### src/rtl/ifetch_warp_sched.sv
// Round-robin fetch scheduler owning per-warp PC/mask/state; one registered request, visible one cycle after a warp becomes eligible.
// A held request (valid & ~ready) freezes the request outputs and all selection state until it is accepted.
module ifetch_warp_sched #(
    parameter int               NUM_WARPS   = 4,
    parameter int               NUM_THREADS = 4,
    parameter int               XLEN        = 32,
    parameter int               UUID_BITS   = 44,
    parameter logic [XLEN-1:0]  STARTUP_PC  = 32'h80000000,
    parameter int               NW_BITS     = (NUM_WARPS > 1) ? $clog2(NUM_WARPS) : 1
) (
    input  logic                   clk,
    input  logic                   reset,

    input  logic                   spawn_valid,
    input  logic [NW_BITS-1:0]     spawn_wid,
    input  logic [NUM_THREADS-1:0] spawn_tmask,
    input  logic [XLEN-1:0]        spawn_pc,

    input  logic                   rsp_valid,
    input  logic [NW_BITS-1:0]     rsp_wid,
    input  logic                   rsp_stall,

    input  logic                   resume_valid,
    input  logic [NW_BITS-1:0]     resume_wid,
    input  logic [XLEN-1:0]        resume_pc,
    input  logic [NUM_THREADS-1:0] resume_tmask,

    output logic                   ifetch_req_valid,
    output logic [UUID_BITS-1:0]   ifetch_req_uuid,
    output logic [NUM_THREADS-1:0] ifetch_req_tmask,
    output logic [NW_BITS-1:0]     ifetch_req_wid,
    output logic [XLEN-1:0]        ifetch_req_PC,
    input  logic                   ifetch_req_ready,

    output logic [NUM_WARPS-1:0]   active_warps,
    output logic                   busy
);

    logic [NUM_WARPS-1:0]   active_q, active_d;
    logic [NUM_WARPS-1:0]   pending_q, pending_d;
    logic [NUM_WARPS-1:0]   parked_q, parked_d;
    logic [XLEN-1:0]        pc_q    [NUM_WARPS];
    logic [XLEN-1:0]        pc_d    [NUM_WARPS];
    logic [NUM_THREADS-1:0] tmask_q [NUM_WARPS];
    logic [NUM_THREADS-1:0] tmask_d [NUM_WARPS];

    logic [UUID_BITS-1:0]   uuid_q;
    logic [NW_BITS-1:0]     ptr_q;

    logic                   req_valid_q;
    logic [UUID_BITS-1:0]   req_uuid_q;
    logic [NUM_THREADS-1:0] req_tmask_q;
    logic [NW_BITS-1:0]     req_wid_q;
    logic [XLEN-1:0]        req_pc_q;

    logic [NUM_WARPS-1:0]   eligible;
    logic                   load;
    logic                   pick_found;
    logic [NW_BITS-1:0]     pick_wid;
    logic [NW_BITS-1:0]     ptr_next;
    logic                   issue;

    function automatic logic [NW_BITS-1:0] rr_index(input logic [NW_BITS-1:0] base, input int off);
        int idx;
        idx = int'(base) + off;
        if (idx >= NUM_WARPS) idx = idx - NUM_WARPS;
        return NW_BITS'(idx);
    endfunction

    assign eligible = active_q & ~pending_q & ~parked_q;
    assign load     = ~req_valid_q | ifetch_req_ready;
    assign issue    = load & pick_found;

    // Scan from the farthest offset down so the closest eligible warp to the pointer wins.
    always_comb begin
        pick_found = 1'b0;
        pick_wid   = '0;
        for (int i = NUM_WARPS - 1; i >= 0; i--) begin
            if (eligible[rr_index(ptr_q, i)]) begin
                pick_found = 1'b1;
                pick_wid   = rr_index(ptr_q, i);
            end
        end
    end

    assign ptr_next = (pick_wid == NW_BITS'(NUM_WARPS - 1)) ? '0 : pick_wid + NW_BITS'(1);

    // Later assignments override earlier ones: resume > rsp > spawn > issue.
    always_comb begin
        active_d  = active_q;
        pending_d = pending_q;
        parked_d  = parked_q;
        for (int w = 0; w < NUM_WARPS; w++) begin
            pc_d[w]    = pc_q[w];
            tmask_d[w] = tmask_q[w];
        end

        if (issue) begin
            pending_d[pick_wid] = 1'b1;
            pc_d[pick_wid]      = pc_q[pick_wid] + XLEN'(4);
        end

        if (spawn_valid && !active_q[spawn_wid] && (spawn_tmask != '0)) begin
            active_d[spawn_wid]  = 1'b1;
            pending_d[spawn_wid] = 1'b0;
            parked_d[spawn_wid]  = 1'b0;
            pc_d[spawn_wid]      = spawn_pc;
            tmask_d[spawn_wid]   = spawn_tmask;
        end

        if (rsp_valid && pending_q[rsp_wid]) begin
            pending_d[rsp_wid] = 1'b0;
            if (rsp_stall) parked_d[rsp_wid] = 1'b1;
        end

        if (resume_valid) begin
            parked_d[resume_wid] = 1'b0;
            pc_d[resume_wid]     = resume_pc;
            tmask_d[resume_wid]  = resume_tmask;
            if (resume_tmask == '0) active_d[resume_wid] = 1'b0;
        end
    end

    always_ff @(posedge clk) begin
        if (!reset) begin
            active_q    <= NUM_WARPS'(1);
            pending_q   <= '0;
            parked_q    <= '0;
            for (int w = 0; w < NUM_WARPS; w++) begin
                pc_q[w]    <= (w == 0) ? STARTUP_PC : '0;
                tmask_q[w] <= (w == 0) ? {NUM_THREADS{1'b1}} : '0;
            end
            uuid_q      <= '0;
            ptr_q       <= '0;
            req_valid_q <= 1'b0;
            req_uuid_q  <= '0;
            req_tmask_q <= '0;
            req_wid_q   <= '0;
            req_pc_q    <= '0;
        end else begin
            active_q  <= active_d;
            pending_q <= pending_d;
            parked_q  <= parked_d;
            for (int w = 0; w < NUM_WARPS; w++) begin
                pc_q[w]    <= pc_d[w];
                tmask_q[w] <= tmask_d[w];
            end
            if (load) begin
                if (pick_found) begin
                    req_valid_q <= 1'b1;
                    req_uuid_q  <= uuid_q;
                    req_tmask_q <= tmask_q[pick_wid];
                    req_wid_q   <= pick_wid;
                    req_pc_q    <= pc_q[pick_wid];
                    uuid_q      <= uuid_q + UUID_BITS'(1);
                    ptr_q       <= ptr_next;
                end else begin
                    req_valid_q <= 1'b0;
                end
            end
        end
    end

    assign ifetch_req_valid = req_valid_q;
    assign ifetch_req_uuid  = req_uuid_q;
    assign ifetch_req_tmask = req_tmask_q;
    assign ifetch_req_wid   = req_wid_q;
    assign ifetch_req_PC    = req_pc_q;

    assign active_warps = active_q;
    assign busy         = |active_q;

endmodule

### config.mk
export PLATFORM = sky130hd
export DESIGN_NAME = ifetch_warp_sched
export DESIGN_NICKNAME = d
export VERILOG_FILES = /design/src/rtl/ifetch_warp_sched.sv
export SDC_FILE = /design/constraint.sdc
export NUM_CORES = 1
export LEC_CHECK = 0
export ABC_AREA = 1
export CORE_MARGIN = 5
export CORE_UTILIZATION = 30
export DETAILED_ROUTE_END_ITERATION = 8
export PLACE_DENSITY = 0.56
export SETUP_SLACK_MARGIN = 0.5
export SYNTH_ARGS = -nofsm -noshare
export SYNTH_HDL_FRONTEND = slang
export SYNTH_SLANG_ARGS = --single-unit
### constraint.sdc
create_clock -name clk -period 5.85 [get_ports clk]
set_input_delay 1.17 -clock clk [delete_from_list [all_inputs] [get_ports clk]]
set_output_delay 1.17 -clock clk [all_outputs]
set_load 0.01 [all_outputs]
== Yosys cells after proc, flatten, opt, wreduce, memory -nomap -nowiden ==
Memories as Yosys holds them, arrays and structs flattened. A register that Yosys moved wholly into a read port is not among the register bits.
Index checks and enable logic that the tools add are counted.
Storage, ports and cells
  bits in registers: 137
  bits in writable memories: 144
  input bits: 85
  output and inout bits: 88
  word-level logic and storage cells: 163
  memories: 2
Cells by class
  $add $sub $neg: 10
  $lt $le $gt $ge: 22
  equality and inequality tests: 1
  mux-type cells: 74
  bitwise operators: 29
  reductions and logical operators: 16
Memory list
  pc_q: words 4, bits a word 32, rd ports 5, clocked after memory_dff 0, wr ports 4, line 42  | logic [XLEN-1:0] pc_q [NUM_WARPS];
  tmask_q: words 4, bits a word 4, rd ports 5, clocked after memory_dff 1, wr ports 4, line 44  | logic [NUM_THREADS-1:0] tmask_q [NUM_WARPS];
Operators with widths (count)
  $bwmux W128: 3
  $mux W128: 3
  $mux W32: 7
  $demux W32 S2: 3
  $mux W4: 16
  $add A44 B1 Y44 const B: 1
  $add A32 B3 Y32 const B: 1
  $bwmux W16: 2
  $mux W16: 2
  $and A4 B4 Y4: 7
  $lt A2 B3 Y1 const B: 8
  $not A4 Y4: 5
  $ge A3 B3 Y1 const B: 6
  $mux W2: 9
  $mux W1: 17
  $demux W4 S2: 2
  $bmux W1 S2: 6
  $or A4 B4 Y4: 3
  $logic_and A1 B1 Y1: 10
  $lt A3 B1 Y1 const B: 3
  $not A2 Y3: 3
  $or A1 B1 Y1: 9
  $demux W1 S2: 4
  $ge A2 B1 Y1 const B: 4
  other kinds (13): 18

== Logic depth before layout (Yosys ltp) ==
  depth after elaboration: 21
  mapped depth: 26
  mapped depth without buffers: 25

== Least setup slack after synthesis ==
Ideal clock, no wire load.
  path kind: register to register
  from: register active_q[2] (netlist: active_warps[2])
  to: memory pc_q[3][15]
  setup time: 130 ps
  data arrival time: 2760 ps
  data required time: 5720 ps
  setup slack: 2960 ps
  cell stages (with the launch flop): 21
  period minus slack after synthesis: 2890 ps
  path through: dfxtp_1 -> inv_2 -> nor2_2 -> nand2_1 -> nand2_1 -> nand3_1 -> nand2_1 -> inv_2 -> nand2_1 -> nand3_4 -> nand2_4 -> buf_6 -> buf_4 -> clkbuf_1 -> ha_1 -> nand2_1 -> inv_1 -> clkbuf_1 -> o21ai_0 -> o21bai_1 -> o21ai_0
RTL lines
  start, declared: line 39  | logic [NUM_WARPS-1:0] active_q, active_d;
  start signal, assigned: line 141  | active_q <= active_d;
  end, declared: line 42

==> results.toml <==
[worst_setup_path]
endpoint_kind = "flip-flop"
cp.arrival_ns = 5.03
start_kind = "flip-flop"
critPathKind = "reg2reg"
ff2ff_path_depth = 21
cp.required_ns = 6.26
crit_fanout = 64

[synth]
synth_edf_count = 0
synth-seq-cells = 285
synth_area_leaders = "dfxtp_1 36%, nand2_1 15%, o21ai_0 9.4%"
syn_area_sq_mm = 0.0160
synth-async-reset-ratio_pct = 0
seq_area_frac_synth_pct = 35.6
yosysTopAreaCellShare_pct = 35.6
syn_nets = 2624
syn_inst = 2533
ys.warnings.count = 0
synth_ff_type = "dfxtp_1"
yosysTopAreaCell = "dfxtp_1"
syn_area_per_cell_sq_um = 6.33
synth_cell_types = 47

[final_layout]
syn2layout_area_growth_pct = 21.4
final_cell_area_sq_mm = 0.0195
drive_gt1_share_pct = 5.22
nets = 2725
nFillCells = 5679
fin_cells = 3351

[timing]
period_share_pct = 78.8
tns_ns = 0
max_freq_mhz = 217
rsz0062_at_grt = "no"
final.min_clock_period_ns = 4.61
worstMarginPinSlew_ns = 1.09
finClkSkew_ns = 0.0296
setup_viol = 0
slew_viol_final = 0
hold_viol = 0
max_slew_margin_pct = 27.5

[pwr]
leakagePower_nw = 8.11
power_density_mw_per_mm2 = 575
fin_total_pwr_mw = 11.2
vdd.ir_drop.worst_mv = 0.244

[global_routing]
track_usage_pct = 22.4
grt_pass1_vias = 17182
grt_max_degree = 99
grt_pass1_wl_um = 102000
antenna_found_initial = 5
grt_remaining_overflow = 0

[floorplan]
fp.dieArea_sq_mm = 0.0582
start_util_pct = 30.4
die_x_um = 241
die_h_um = 241
pin_count = 173
fp-row-count = 84
coreArea_sq_mm = 0.0528

[place]
gp_congestion = 0.902
post_dp_cell_area_sq_mm = 0.0183
hpwl_um = 44300
dp.cells = 3285
io_buffers = 172

[hold_path]
holdCritPathClass = "reg2reg"
whs_path_depth = 2

[clocking]
clock_sinks = 285
clockBufferDepth = 3
cts_hold_buffers = 0
clk_latency_ns = 0.57
cts_made_buffers = 35
cts_setup_buffers = 0
cts_root_buffer = "clkbuf_16"
cts_tree = "done"
cts_max_level = 2
cts_resized = 0
clkTransAtPathRegs_ns = 0.06

[detailed_routing]
via_per_inst = 5.27
first_pass_iters = 5
dr.first_iter.drc_count = 1652
drt-total-wl_um = 67300
wire_per_inst_um = 20.1
ant_nets = 0
vias = 17649
drc = 0

[status]
status = "finished, final reports clean"

[job]
drv_cap = 0
==> area by class of cell <==
cell class              instances  area, sq um  share of cell area (%)
clock buffers                  47          971                    4.99
inverters                     320         1200                    6.18
well taps                     688          861                    4.42
diodes                          2         5.00                  0.0257
flip-flops and latches        285         5710                    29.3
multi-input cells            1778         8510                    43.7
repair buffers                214         2030                    10.4
clock inverters                17          181                   0.932
==> cell families after synthesis <==
group,count (synthesis),synth area share (%)
compound gates,666,22.3
xor+xnor,25,1.41
fa+ha+maj,6,0.468
buf+inv,470,11.5
flops,285,35.6
simple gates,1081,28.8
==> per-layer routing <==
layer	vias to the layer above	global-route usage [%]	part of all wire, %
met2	816	35.7	44
met4	2	7.56	3.3
met3	150	5.07	9.4
met1	8183	30.3	43
li1	8498	-	-
met5	-	0	0.019
==> cells in the mapped netlist, types with 15 or more instances <==
cell and number:
buf_2 15, a21oi_1 221, o211ai_1 23, nand3b_1 40, nand3_1 157, dfxtp_1 285
nor3_1 35, o21ai_1 23, nor2_1 172, o22ai_1 59, o21ai_0 301, inv_1 310
clkbuf_1 115, xor2_1 21, nand2_1 628
==> path summary, 6_finish.rpt <==
path                          startpoint                      to  slack, ns
setup / recovery   ptr_q[0]$_SDFFE_PN0P_   pc_q[2][8]$_SDFF_PN0_       1.24
hold / removal    parked_q[2]$_SDFF_PN0_  parked_q[2]$_SDFF_PN0_       0.48
setup reg to reg   ptr_q[0]$_SDFFE_PN0P_   pc_q[2][8]$_SDFF_PN0_       1.24
hold reg to reg   parked_q[2]$_SDFF_PN0_  parked_q[2]$_SDFF_PN0_       0.48
==> power breakdown <==
| part | internal, mW | switching (mW) | leakage, nW |
|---|---|---|---|
| logic | 1.91 | 4.37 | 5.21 |
| registers | 2.43 | 0.270 | 2.34 |
| clock network | 1.27 | 0.950 | 0.570 |
| total | 5.61 | 5.59 | 8.11 |
==> flip-flops by register name, summed over array words and instances (netlist names) <==
name,count
ifetch_req_wid,2
pending_q,4
ifetch_req_PC,32
parked_q,4
tmask_q,16
uuid_q,44
ptr_q,2
active_warps,4
pc_q,128
ifetch_req_valid,1
ifetch_req_tmask,4
ifetch_req_uuid,44
==> cells in the final DEF, fill, tap and decap left out, drive strengths merged, types with 16 or more instances in the layout <==
| master | instances |
|---|---|
| nor2 | 181 |
| clkbuf | 47 |
| nand3 | 160 |
| a21oi | 221 |
| o211ai | 23 |
| nand3b | 40 |
| nor3 | 35 |
| nand2 | 637 |
| inv | 318 |
| xor2 | 21 |
| buf | 43 |
| clkinv | 16 |
| dfxtp | 285 |
| clkdlybuf4s50 | 171 |
| o22ai | 59 |
| o21ai | 324 |
==> worst max-delay path, cell delays in order (launching register included) <==
cell and delay [ns]:
dfxtp_1 0.59, inv_2 0.12, nand2_1 0.12, nand3_1 0.12, nand2_1 0.10, inv_2 0.05
nand3_4 0.06, buf_4 0.68, nand2_4 0.26, inv_2 0.40, nand2_1 0.10, nand2_1 0.07
nand2_1 0.06, nand2_2 0.24, ha_1 0.26, nand3_1 0.20, inv_1 0.16, nand2_1 0.08
o21ai_0 0.43, o21ai_0 0.14, o21ai_0 0.09, o22ai_1 0.09
==> metrics by stage <==
stage	utilization (%)	hold slack, ns	setup WS [ns]
detailed placement	34.7	0.467	1.39
finish	36.9	0.482	1.24
global placement	34.7	0.461	1.41
global route	36.9	0.511	0.908
floorplan	-	0.441	2.96
CTS	36.9	0.483	1.39
Note: power is estimated with default switching activity, not from simulation.
